===== config.mk =====
export PLATFORM = sky130hd
export DESIGN_NAME = sbqm_queue_ctrl_flat
export DESIGN_NICKNAME = d
export VERILOG_FILES = /design/src/rtl/sbqm_pkg.sv /design/src/rtl/sbqm_queue_ctrl_if.sv /design/src/rtl/sbqm_wait_div.sv /design/src/rtl/sbqm_queue_ctrl.sv /design/src/flat_wrapper.sv
export SDC_FILE = /design/constraint.sdc
export NUM_CORES = 1
export LEC_CHECK = 0
export CORE_MARGIN = 10
export CORE_UTILIZATION = 57
export CTS_CLUSTER_DIAMETER = 200
export DETAILED_ROUTE_END_ITERATION = 7
export GPL_TIMING_DRIVEN = 0
export PLACE_DENSITY = 0.88
export SLEW_MARGIN = 10
export SYNTH_ARGS = -nofsm -noshare
export SYNTH_HDL_FRONTEND = slang
export SYNTH_SLANG_ARGS = --single-unit

===== constraint.sdc =====
create_clock -name clk -period 4 [get_ports clk]
set_input_delay 0.8 -clock clk [delete_from_list [all_inputs] [get_ports clk]]
set_output_delay 0.8 -clock clk [all_outputs]
set_load 0.02 [all_outputs]

===== src/rtl/sbqm_pkg.sv =====
// sbqm_pkg: shared divider state type, numerator sizing and the "no service" wait constant.
package sbqm_pkg;
  typedef enum logic [1:0] {IDLE, LOAD, CALC, DONE} divState;
  localparam logic [31:0] W_TIME_INF = '1;
  function automatic int numWidth(int depth, int tellerW, int svcTime);
    int w;
    w = $clog2(svcTime * (depth + 2 ** tellerW - 2) + 1);
    return (w < 1) ? 1 : w;
  endfunction
endpackage


===== src/rtl/sbqm_queue_ctrl_if.sv =====
// sbqm_queue_ctrl_if: sensor inputs and queue status outputs.
// peak_count/served_count exist only when QUEUE_STATS_EN is defined.
interface sbqm_queue_ctrl_if #(
  parameter int DEPTH = 7,
  parameter int TELLER_W = 2,
  parameter int WT_W = 5
);
  localparam int CNT_W = $clog2(DEPTH + 1);
  logic back_sensor, front_sensor, err_clr;
  logic [TELLER_W-1:0] t_count;
  logic [CNT_W-1:0] p_count;
  logic empty_flag, full_flag, wt_valid, ovf_err, udf_err;
  logic [WT_W-1:0] w_time;
`ifdef QUEUE_STATS_EN
  logic [CNT_W-1:0] peak_count;
  logic [15:0] served_count;
  modport master(output back_sensor, front_sensor, t_count, err_clr,
                 input p_count, empty_flag, full_flag, w_time, wt_valid, ovf_err, udf_err, peak_count, served_count);
  modport slave(input back_sensor, front_sensor, t_count, err_clr,
                output p_count, empty_flag, full_flag, w_time, wt_valid, ovf_err, udf_err, peak_count, served_count);
`else
  modport master(output back_sensor, front_sensor, t_count, err_clr,
                 input p_count, empty_flag, full_flag, w_time, wt_valid, ovf_err, udf_err);
  modport slave(input back_sensor, front_sensor, t_count, err_clr,
                output p_count, empty_flag, full_flag, w_time, wt_valid, ovf_err, udf_err);
`endif
endinterface


===== src/rtl/sbqm_wait_div.sv =====
// sbqm_wait_div: unsigned restoring divider, one quotient bit per cycle; done pulses after NUM_W steps.
module sbqm_wait_div #(
  parameter int NUM_W = 5,
  parameter int TELLER_W = 2
) (
  input  logic                clk,
  input  logic                reset,
  input  logic                start,
  input  logic                abort,
  input  logic [NUM_W-1:0]    num,
  input  logic [TELLER_W-1:0] den,
  output logic                done,
  output logic [NUM_W-1:0]    quot
);
  localparam int CW = $clog2(NUM_W + 1);
  logic [TELLER_W-1:0] rem;
  logic [CW-1:0] cnt;
  logic [TELLER_W:0] trial;
  logic ge;
  always_comb begin
    trial = {rem, quot[NUM_W-1]};
    ge = trial >= {1'b0, den};
  end
  // quot doubles as the dividend shift register; quotient bits enter from the bottom
  always_ff @(posedge clk) begin
    if (!reset || abort) begin
      rem <= '0;
      quot <= '0;
      cnt <= '0;
      done <= 1'b0;
    end else if (start) begin
      rem <= '0;
      quot <= num;
      cnt <= CW'(NUM_W);
      done <= 1'b0;
    end else if (cnt != '0) begin
      rem <= TELLER_W'(ge ? trial - {1'b0, den} : trial);
      quot <= (quot << 1) | NUM_W'(ge);
      cnt <= cnt - 1'b1;
      done <= cnt == CW'(1);
    end else begin
      done <= 1'b0;
    end
  end
endmodule


===== src/rtl/sbqm_queue_ctrl.sv =====
// sbqm_queue_ctrl: beam-sensor queue counter with empty/full flags, sticky errors and wait estimate.
// Define QUEUE_STATS_EN to add peak_count and served_count outputs.
module sbqm_queue_ctrl
  import sbqm_pkg::*;
#(
  parameter int DEPTH = 7,
  parameter int TELLER_W = 2,
  parameter int SVC_TIME = 3,
  parameter int WT_W = 5,
  parameter int CNT_W = $clog2(DEPTH + 1)
) (
  input logic clk,
  input logic reset,
  sbqm_queue_ctrl_if.slave bus
);
  localparam int NUM_W = numWidth(DEPTH, TELLER_W, SVC_TIME);
  localparam int WT_MAX = 2 ** WT_W - 1;
  logic [1:0] backSync, frontSync;
  logic backPrev, frontPrev;
  logic entry, exitEv, grow, shrink, ovfEv, udfEv;
  logic [CNT_W-1:0] pNext, opP;
  logic [TELLER_W-1:0] opT;
  divState state;
  logic opDiff, special, divStart, divAbort, divDone;
  logic [NUM_W-1:0] num, quot;
  logic [WT_W-1:0] specialTime;
  always_comb begin
    entry = backPrev & ~backSync[1];
    exitEv = frontPrev & ~frontSync[1];
    grow = entry & ~exitEv;
    shrink = exitEv & ~entry;
    ovfEv = grow & (bus.p_count == CNT_W'(DEPTH));
    udfEv = shrink & (bus.p_count == '0);
    pNext = (grow & ~ovfEv) ? bus.p_count + 1'b1 : (shrink & ~udfEv) ? bus.p_count - 1'b1 : bus.p_count;
    // compare against next occupancy so wt_valid drops in the same cycle p_count moves
    opDiff = {pNext, bus.t_count} != {opP, opT};
    special = (opP == '0) | (opT == '0);
    specialTime = (opP == '0) ? '0 : WT_W'(W_TIME_INF);
    num = NUM_W'(SVC_TIME * (int'(opP) + int'(opT) - 1));
    divStart = (state == LOAD) & ~opDiff & ~special;
    divAbort = (state == CALC) & opDiff;
  end
  always_ff @(posedge clk) begin
    if (!reset) begin
      backSync <= '0;
      frontSync <= '0;
      backPrev <= 1'b0;
      frontPrev <= 1'b0;
      bus.p_count <= '0;
      bus.empty_flag <= 1'b1;
      bus.full_flag <= 1'b0;
      bus.ovf_err <= 1'b0;
      bus.udf_err <= 1'b0;
    end else begin
      backSync <= {backSync[0], bus.back_sensor};
      frontSync <= {frontSync[0], bus.front_sensor};
      backPrev <= backSync[1];
      frontPrev <= frontSync[1];
      bus.p_count <= pNext;
      bus.empty_flag <= pNext == '0;
      bus.full_flag <= pNext == CNT_W'(DEPTH);
      bus.ovf_err <= ovfEv | (bus.ovf_err & ~bus.err_clr);
      bus.udf_err <= udfEv | (bus.udf_err & ~bus.err_clr);
    end
  end
  // any operand change, in any state, restarts from LOAD with fresh operands
  always_ff @(posedge clk) begin
    if (!reset) begin
      state <= IDLE;
      opP <= '0;
      opT <= '0;
      bus.w_time <= '0;
      bus.wt_valid <= 1'b1;
    end else if (opDiff) begin
      state <= LOAD;
      opP <= pNext;
      opT <= bus.t_count;
      bus.wt_valid <= 1'b0;
    end else if (state == LOAD) begin
      state <= special ? DONE : CALC;
      bus.w_time <= special ? specialTime : bus.w_time;
      bus.wt_valid <= special;
    end else if (state == CALC && divDone) begin
      state <= DONE;
      bus.w_time <= (int'(quot) > WT_MAX) ? WT_W'(WT_MAX) : WT_W'(quot);
      bus.wt_valid <= 1'b1;
    end else if (state == DONE) begin
      state <= IDLE;
    end
  end
  sbqm_wait_div #(.NUM_W(NUM_W), .TELLER_W(TELLER_W)) waitDiv (
    .clk(clk),
    .reset(reset),
    .start(divStart),
    .abort(divAbort),
    .num(num),
    .den(opT),
    .done(divDone),
    .quot(quot)
  );
`ifdef QUEUE_STATS_EN
  always_ff @(posedge clk) begin
    if (!reset) begin
      bus.peak_count <= '0;
      bus.served_count <= '0;
    end else begin
      bus.peak_count <= (pNext > bus.peak_count) ? pNext : bus.peak_count;
      bus.served_count <= bus.served_count + 16'(shrink & ~udfEv);
    end
  end
`endif
endmodule


===== src/flat_wrapper.sv =====
// flat-port wrapper written by rule: the top's interface ports become plain ports
module sbqm_queue_ctrl_flat import sbqm_pkg::*;
#(
  parameter int DEPTH = 7,
  parameter int TELLER_W = 2,
  parameter int SVC_TIME = 3,
  parameter int WT_W = 5,
  parameter int CNT_W = $clog2(DEPTH + 1)
)
  (clk, reset, bus_back_sensor, bus_front_sensor, bus_t_count, bus_err_clr, bus_p_count, bus_empty_flag, bus_full_flag, bus_w_time, bus_wt_valid, bus_ovf_err, bus_udf_err);
  sbqm_queue_ctrl_if #(.DEPTH(DEPTH), .TELLER_W(TELLER_W), .WT_W(WT_W)) bus_i ();
  input logic clk;
  input logic reset;
  input wire logic [$bits(bus_i.back_sensor)-1:0] bus_back_sensor;
  input wire logic [$bits(bus_i.front_sensor)-1:0] bus_front_sensor;
  input wire logic [$bits(bus_i.t_count)-1:0] bus_t_count;
  input wire logic [$bits(bus_i.err_clr)-1:0] bus_err_clr;
  output wire logic [$bits(bus_i.p_count)-1:0] bus_p_count;
  output wire logic [$bits(bus_i.empty_flag)-1:0] bus_empty_flag;
  output wire logic [$bits(bus_i.full_flag)-1:0] bus_full_flag;
  output wire logic [$bits(bus_i.w_time)-1:0] bus_w_time;
  output wire logic [$bits(bus_i.wt_valid)-1:0] bus_wt_valid;
  output wire logic [$bits(bus_i.ovf_err)-1:0] bus_ovf_err;
  output wire logic [$bits(bus_i.udf_err)-1:0] bus_udf_err;
  assign bus_i.back_sensor = bus_back_sensor;
  assign bus_i.front_sensor = bus_front_sensor;
  assign bus_i.t_count = bus_t_count;
  assign bus_i.err_clr = bus_err_clr;
  assign bus_p_count = bus_i.p_count;
  assign bus_empty_flag = bus_i.empty_flag;
  assign bus_full_flag = bus_i.full_flag;
  assign bus_w_time = bus_i.w_time;
  assign bus_wt_valid = bus_i.wt_valid;
  assign bus_ovf_err = bus_i.ovf_err;
  assign bus_udf_err = bus_i.udf_err;
  sbqm_queue_ctrl #(.DEPTH(DEPTH), .TELLER_W(TELLER_W), .SVC_TIME(SVC_TIME), .WT_W(WT_W), .CNT_W(CNT_W)) u_core (.clk(clk), .reset(reset), .bus(bus_i));
endmodule

# [After elaboration in Yosys (flattened, before gate mapping)]
# Cells that the tools add are included.
# W data, S select, Z words.
[op_classes] addsub=6 n_mul=1 div=0 order_cmp=1 eq_ne=8 n_shift=0 muxes=19 n_bitwise=28 reduce_logical=17
[ops] op="$mul A3 B32 Y5 const A" n=1
[ops] op="$sub A32 B2 Y32 const B" n=1
[ops] op="$mux W5" n=6
[ops] op="$and A1 B1 Y1" n=13
[ops] op="$mux W3" n=4
[ops] op="$not A1 Y1" n=11
[ops] op="$logic_not A3 Y1" n=3
[ops] op="$reduce_bool A3 Y1" n=3
[ops] op="$mux W2" n=4
[ops] op="$eq A3 B3 Y1 const B" n=2
[ops] op="$sub A3 B1 Y3 const B" n=2
[ops] op="$mux W1" n=5
[ops] op="$ne A5 B5 Y1" n=1
[ops] op="$or A5 B1 Y5" n=1
[ops] op="$add A3 B2 Y4" n=1
[ops] op="$eq A2 B2 Y1 const B" n=2
[ops] op="$reduce_bool A2 Y1" n=2
[ops] op="$reduce_bool A4 Y1" n=1
[ops] op="$reduce_or A2 Y1" n=2
[ops] op="$add A3 B1 Y3 const B" n=1
[ops] op="$eq A3 B1 Y1 const B" n=1
[ops] op="$ge A3 B2 Y1" n=1
[ops] op="$or A1 B1 Y1" n=3
[ops] op="$reduce_and A3 Y1" n=1
[ops] op="other kinds (8)" n=8
[totals] regBits=37 latch_bits=0 mem_bits_rw=0 rom_bits=0 in_bits=7 wordCells=100 mem_count=0

# [Logic depth before layout (Yosys ltp)]
# Gate-level depths: netlist of run 1.
[logic_depth] ltp_word=14 depth_mapped=14 mapped_depth_nobuf=14

# [Hierarchy]
# Synthesis of run 1 repeated with hierarchy kept, for this count alone.
[unflattened] hier_cells=221 hier_area_um2=2114.5
[by_module_without_submodules] module="sbqm_queue_ctrl" instances=1 cells_per_inst=152 area_per_inst_um2=1506.4 seq_area_each_um2=520.5
[by_module_without_submodules] module="sbqm_wait_div" instances=1 cells_per_inst=69 area_per_inst_um2=608.1 seq_area_each_um2=220.2

# [Least setup slack after synthesis of run 1]
# Ideal clock, no wire load.
[synth_path] path_type="reg-to-reg" startpoint="register u_core.opT[0]" endpoint="register u_core.waitDiv.quot[4]" setup_time_ns=0.072 arrival_time_ns=3.187 required_ns=3.928 slack_ns=0.741 stages_incl_launch_ff=14 synth_period_minus_slack_ns=3.259 cell_sequence="dfxtp_1 ha_1 fa_1 xor2_1 or3_1 xor2_1 ha_1 fa_1 xor2_1 xnor2_1 xnor2_1 a21oi_1 or2_0 a21oi_1"
[synth_via] elab_chain_len=5
[synth_lines] element="start: declaration" line_no="sbqm_queue_ctrl.sv:22" text="logic [TELLER_W-1:0] opT;"
[synth_lines] element="start signal: assignment" line_no="sbqm_queue_ctrl.sv:77" text="opT <= bus.t_count;"
[synth_lines] element="parallel branches: the longest is 5 deep, another holds $sub A32 B2 Y32"
[synth_lines] element="end signal: assignment" line_no="sbqm_wait_div.sv:33" text="quot <= num;"
[synth_lines] element="end signal: assignment" line_no="sbqm_wait_div.sv:38" text="quot <= (quot << 1) | NUM_W'(ge);"
[synth_lines] element="end: declaration" line_no="sbqm_wait_div.sv:13" text="output logic [NUM_W-1:0] quot"
# Several ways; the timed one is not identified.
# A chain may end at the register's enable or synchronous reset.

# [Final worst setup path of run 1]
# Same ends and word-level chain as after synthesis.

==> results of run 1 <==
logic make-up (layout without fill, tap and decap cells):
| group | Yosys count | after routing | synth area share [%] |
|---|---|---|---|
| multiplexers | 5 | 5 | 2.364 |
| adder cells (fa/ha/maj) | 17 | 17 | 10.76 |
| buffers and inverters | 24 | 51 | 4.964 |
| XOR/XNOR | 11 | 11 | 4.905 |
| AO/OA/AOI/OAI | 50 | 50 | 16.25 |
| flip-flops | 37 | 37 | 34.99 |
| AND/OR/NAND/NOR | 94 | 94 | 25.77 |
power by group:
part	internal (W)	total (W)	switching, W	leakage (nW)
sequential	0.000415	0.000448	0.0000338	0.303
combinational	0.000168	0.000371	0.000203	0.685
clock	0.000120	0.000251	0.000131	0.0439
per-stage QoR:
| stage | total power, W | setup WS, ns | instance area [um2] | instances |
|---|---|---|---|---|
| 2_1_floorplan | 0.0007437 | 0.7410 | 2117 | 238 |
| 3_3_place_gp | 0.0008114 | 0.4943 | 2367 | 305 |
| 3_5_place_dp | 0.0008257 | 0.4613 | 2367 | 305 |
| 4_1_cts | 0.001073 | 0.4056 | 2454 | 313 |
| 5_1_grt | 0.001142 | 0.1972 | 2454 | 313 |
| 6_report | 0.001070 | 0.4148 | 2454 | 313 |
flip-flops by register name, summed over array words and instances (netlist names):
signal                 flops
u_core.backPrev            1
u_core.bus.ovf_err         1
u_core.opT                 2
u_core.bus.empty_flag      1
u_core.waitDiv.done        1
u_core.bus.p_count         3
u_core.bus.w_time          5
u_core.bus.full_flag       1
u_core.backSync            2
u_core.waitDiv.cnt         3
u_core.state               2
u_core.waitDiv.quot        5
u_core.opP                 3
u_core.bus.wt_valid        1
u_core.waitDiv.rem         2
u_core.frontSync           2
u_core.bus.udf_err         1
u_core.frontPrev           1
worst paths after layout:
check	slack (ns)	to	start
hold reg to reg	0.44	u_core.backSync[1]	u_core.backSync[0]
hold / removal	0.44	u_core.backSync[1]	u_core.backSync[0]
setup reg to reg	0.41	u_core.waitDiv.quot[4]	u_core.opT[0]
setup / recovery	0.41	u_core.waitDiv.quot[4]	u_core.opT[0]
layout make-up:
cell class | instances | area (um2) | share of cell area, %
buffer | 8 | 45.04 | 1.836
clock buffer | 5 | 68.82 | 2.805
clock inverter | 3 | 17.52 | 0.7139
inverter | 16 | 60.06 | 2.448
multi-input combinational | 177 | 1271 | 51.81
sequential | 37 | 740.7 | 30.19
tap | 48 | 60.06 | 2.448
timing repair buffer | 19 | 190.2 | 7.751
metal layers:
layer  up-vias  global-route usage, %  routed length (um)
met3         5                  3.532                 202
met4         0                  4.325                  29
met2        26                  24.12                2098
met5         -                      0                   0
li1        880                      -                   -
met1       783                  16.76                2011
placed cells by master, fill, tap and decap left out, drive strengths merged, types with 10 or more instances in the layout:
master,Yosys,final
ha,15,15
inv,15,15
o21ai,15,15
nand2,10,10
clkbuf,6,11
and2,15,15
nand3,11,11
clkdlybuf4s50,0,19
nor2,24,24
dfxtp,37,37
a21oi,10,10
==> impl_metrics.ini, run 1 <==
[run_status]
status = completed

[synth]
yosysMostFrequentCell = dfxtp_1
synth.avg_cell_area_um2 = 8.895
synth_top_area_cell = dfxtp_1
synth_top_area_share_pct = 34.99
synth_commonest_cells = dfxtp_1 (37), nor2_1 (24)
yosys-top-cells-area = dfxtp_1 (35%), ha_1 (8.9%), and2_1 (4.4%)
syn_nets = 262
synthArstFlopShare_pct = 0
netlist_instances = 238
synth_cell_types = 52
synth_edf_count = 0
synthesis.area_um2 = 2117
ys_seq_area_share_pct = 34.99
ys.flop_type = dfxtp_1
ys_warn_count = 0
ys_ff_latch = 37

[global_route]
antenna_found_initial = 0
grt_use_total_pct = 14.02
grt_overflow = 0
grt_start_max_net_pins = 13
grt_pass1_vias = 1713
grt_pass1_wl_um = 7445

[cts]
clock_path_buffers = 2
ctsHoldBuffers = 0
postCtsSetupBuffers = 0
cts_tree = yes
cts_num_sinks = 37
numCtsBuffers = 5
cts_resized = 0
cts.clk_slew.worst_paths_ns = 0.07
root_buffer = clkbuf_8
worstSkewPairLatency_ns = 0.29
htreeDepth = 2

[sta]
min_period_over_period_pct = 89.63
setup_violations = 0
fin_setup_tns_ns = 0
finalCriticalPeriod_ns = 3.585
fmax_mhz = 278.9
hold_viol = 0
maxSlewHeadroom_pct = 53.77
worst_pin_slew_ns = 0.6909
holdWs_ns = 0.4352
fin_skew_ns = 0.004922
slew_violations = 0
rsz0062_at_grt = false

[detailed_routing]
wl_per_cell_um = 13.87
viasPerCell = 5.412
antenna_left = 0
vias = 1694
drtPass1Iterations = 4
wl_um = 4341
drt_drc_violations_left = 0
drtIter0Drc = 72

[place]
numPortBuffers = 19
dpl.hpwl_um = 3351
gp_congestion = 0.8383

[critical_path]
cp.required_ns = 4.20
slowest_delay_ns = 0.55
endpoint_kind = flop
crit_fanout = 4
critPathBufInv = 1
critical_path_class = reg -> reg
crit_path_start_kind = flop
cp.depth = 14
critPathSlowestCell = fa_1
cp_top_family = adder cells
cpMostUsedCell = ha_1
cp_cell_sequence = ha_1 > fa_1 > inv_1 > ha_1 > xor2_1 > ha_1 > ha_1 > fa_1 > xor2_1 > xnor2_1 > xnor2_1 > a21oi_1 > or2_0 > a21oi_1
worstRegToRegCells = 14
cp.arrival_ns = 3.79

[run]
cap_violations = 0

[floorplan]
dieArea_um2 = 6552
fp.dieH_um = 80.95
std_cell_rows = 22
pin_count = 20
initial_core_util_pct = 58.26
core_um2 = 3633
die_w_um = 80.95

[finish]
drive_above_1_share_pct = 7.925
area_growth_pct = 15.90
fin_nets = 288
fill_cells = 302
n_antenna_cell = 0
final_util_pct = 67.53

[power_and_ir_drop]
ir_drop_v = 0.0004270
power.density_nw_per_um2 = 436.0
p_leak_nw = 1.031

[hold_path]
min_path_type = reg -> reg
holdPathStages = 1
Note: power is estimated with default switching activity, not from simulation.
==> inputs of run 2 (changes only) <==
--- a/config.mk
+++ b/config.mk
@@ -15,3 +15,4 @@
 export SYNTH_ARGS = -nofsm -noshare
 export SYNTH_HDL_FRONTEND = slang
 export SYNTH_SLANG_ARGS = --single-unit
+export TNS_END_PERCENT = 30
==> results of run 2 <==
Same layout as run 1: the final DEF is identical, and so are final timing and power.
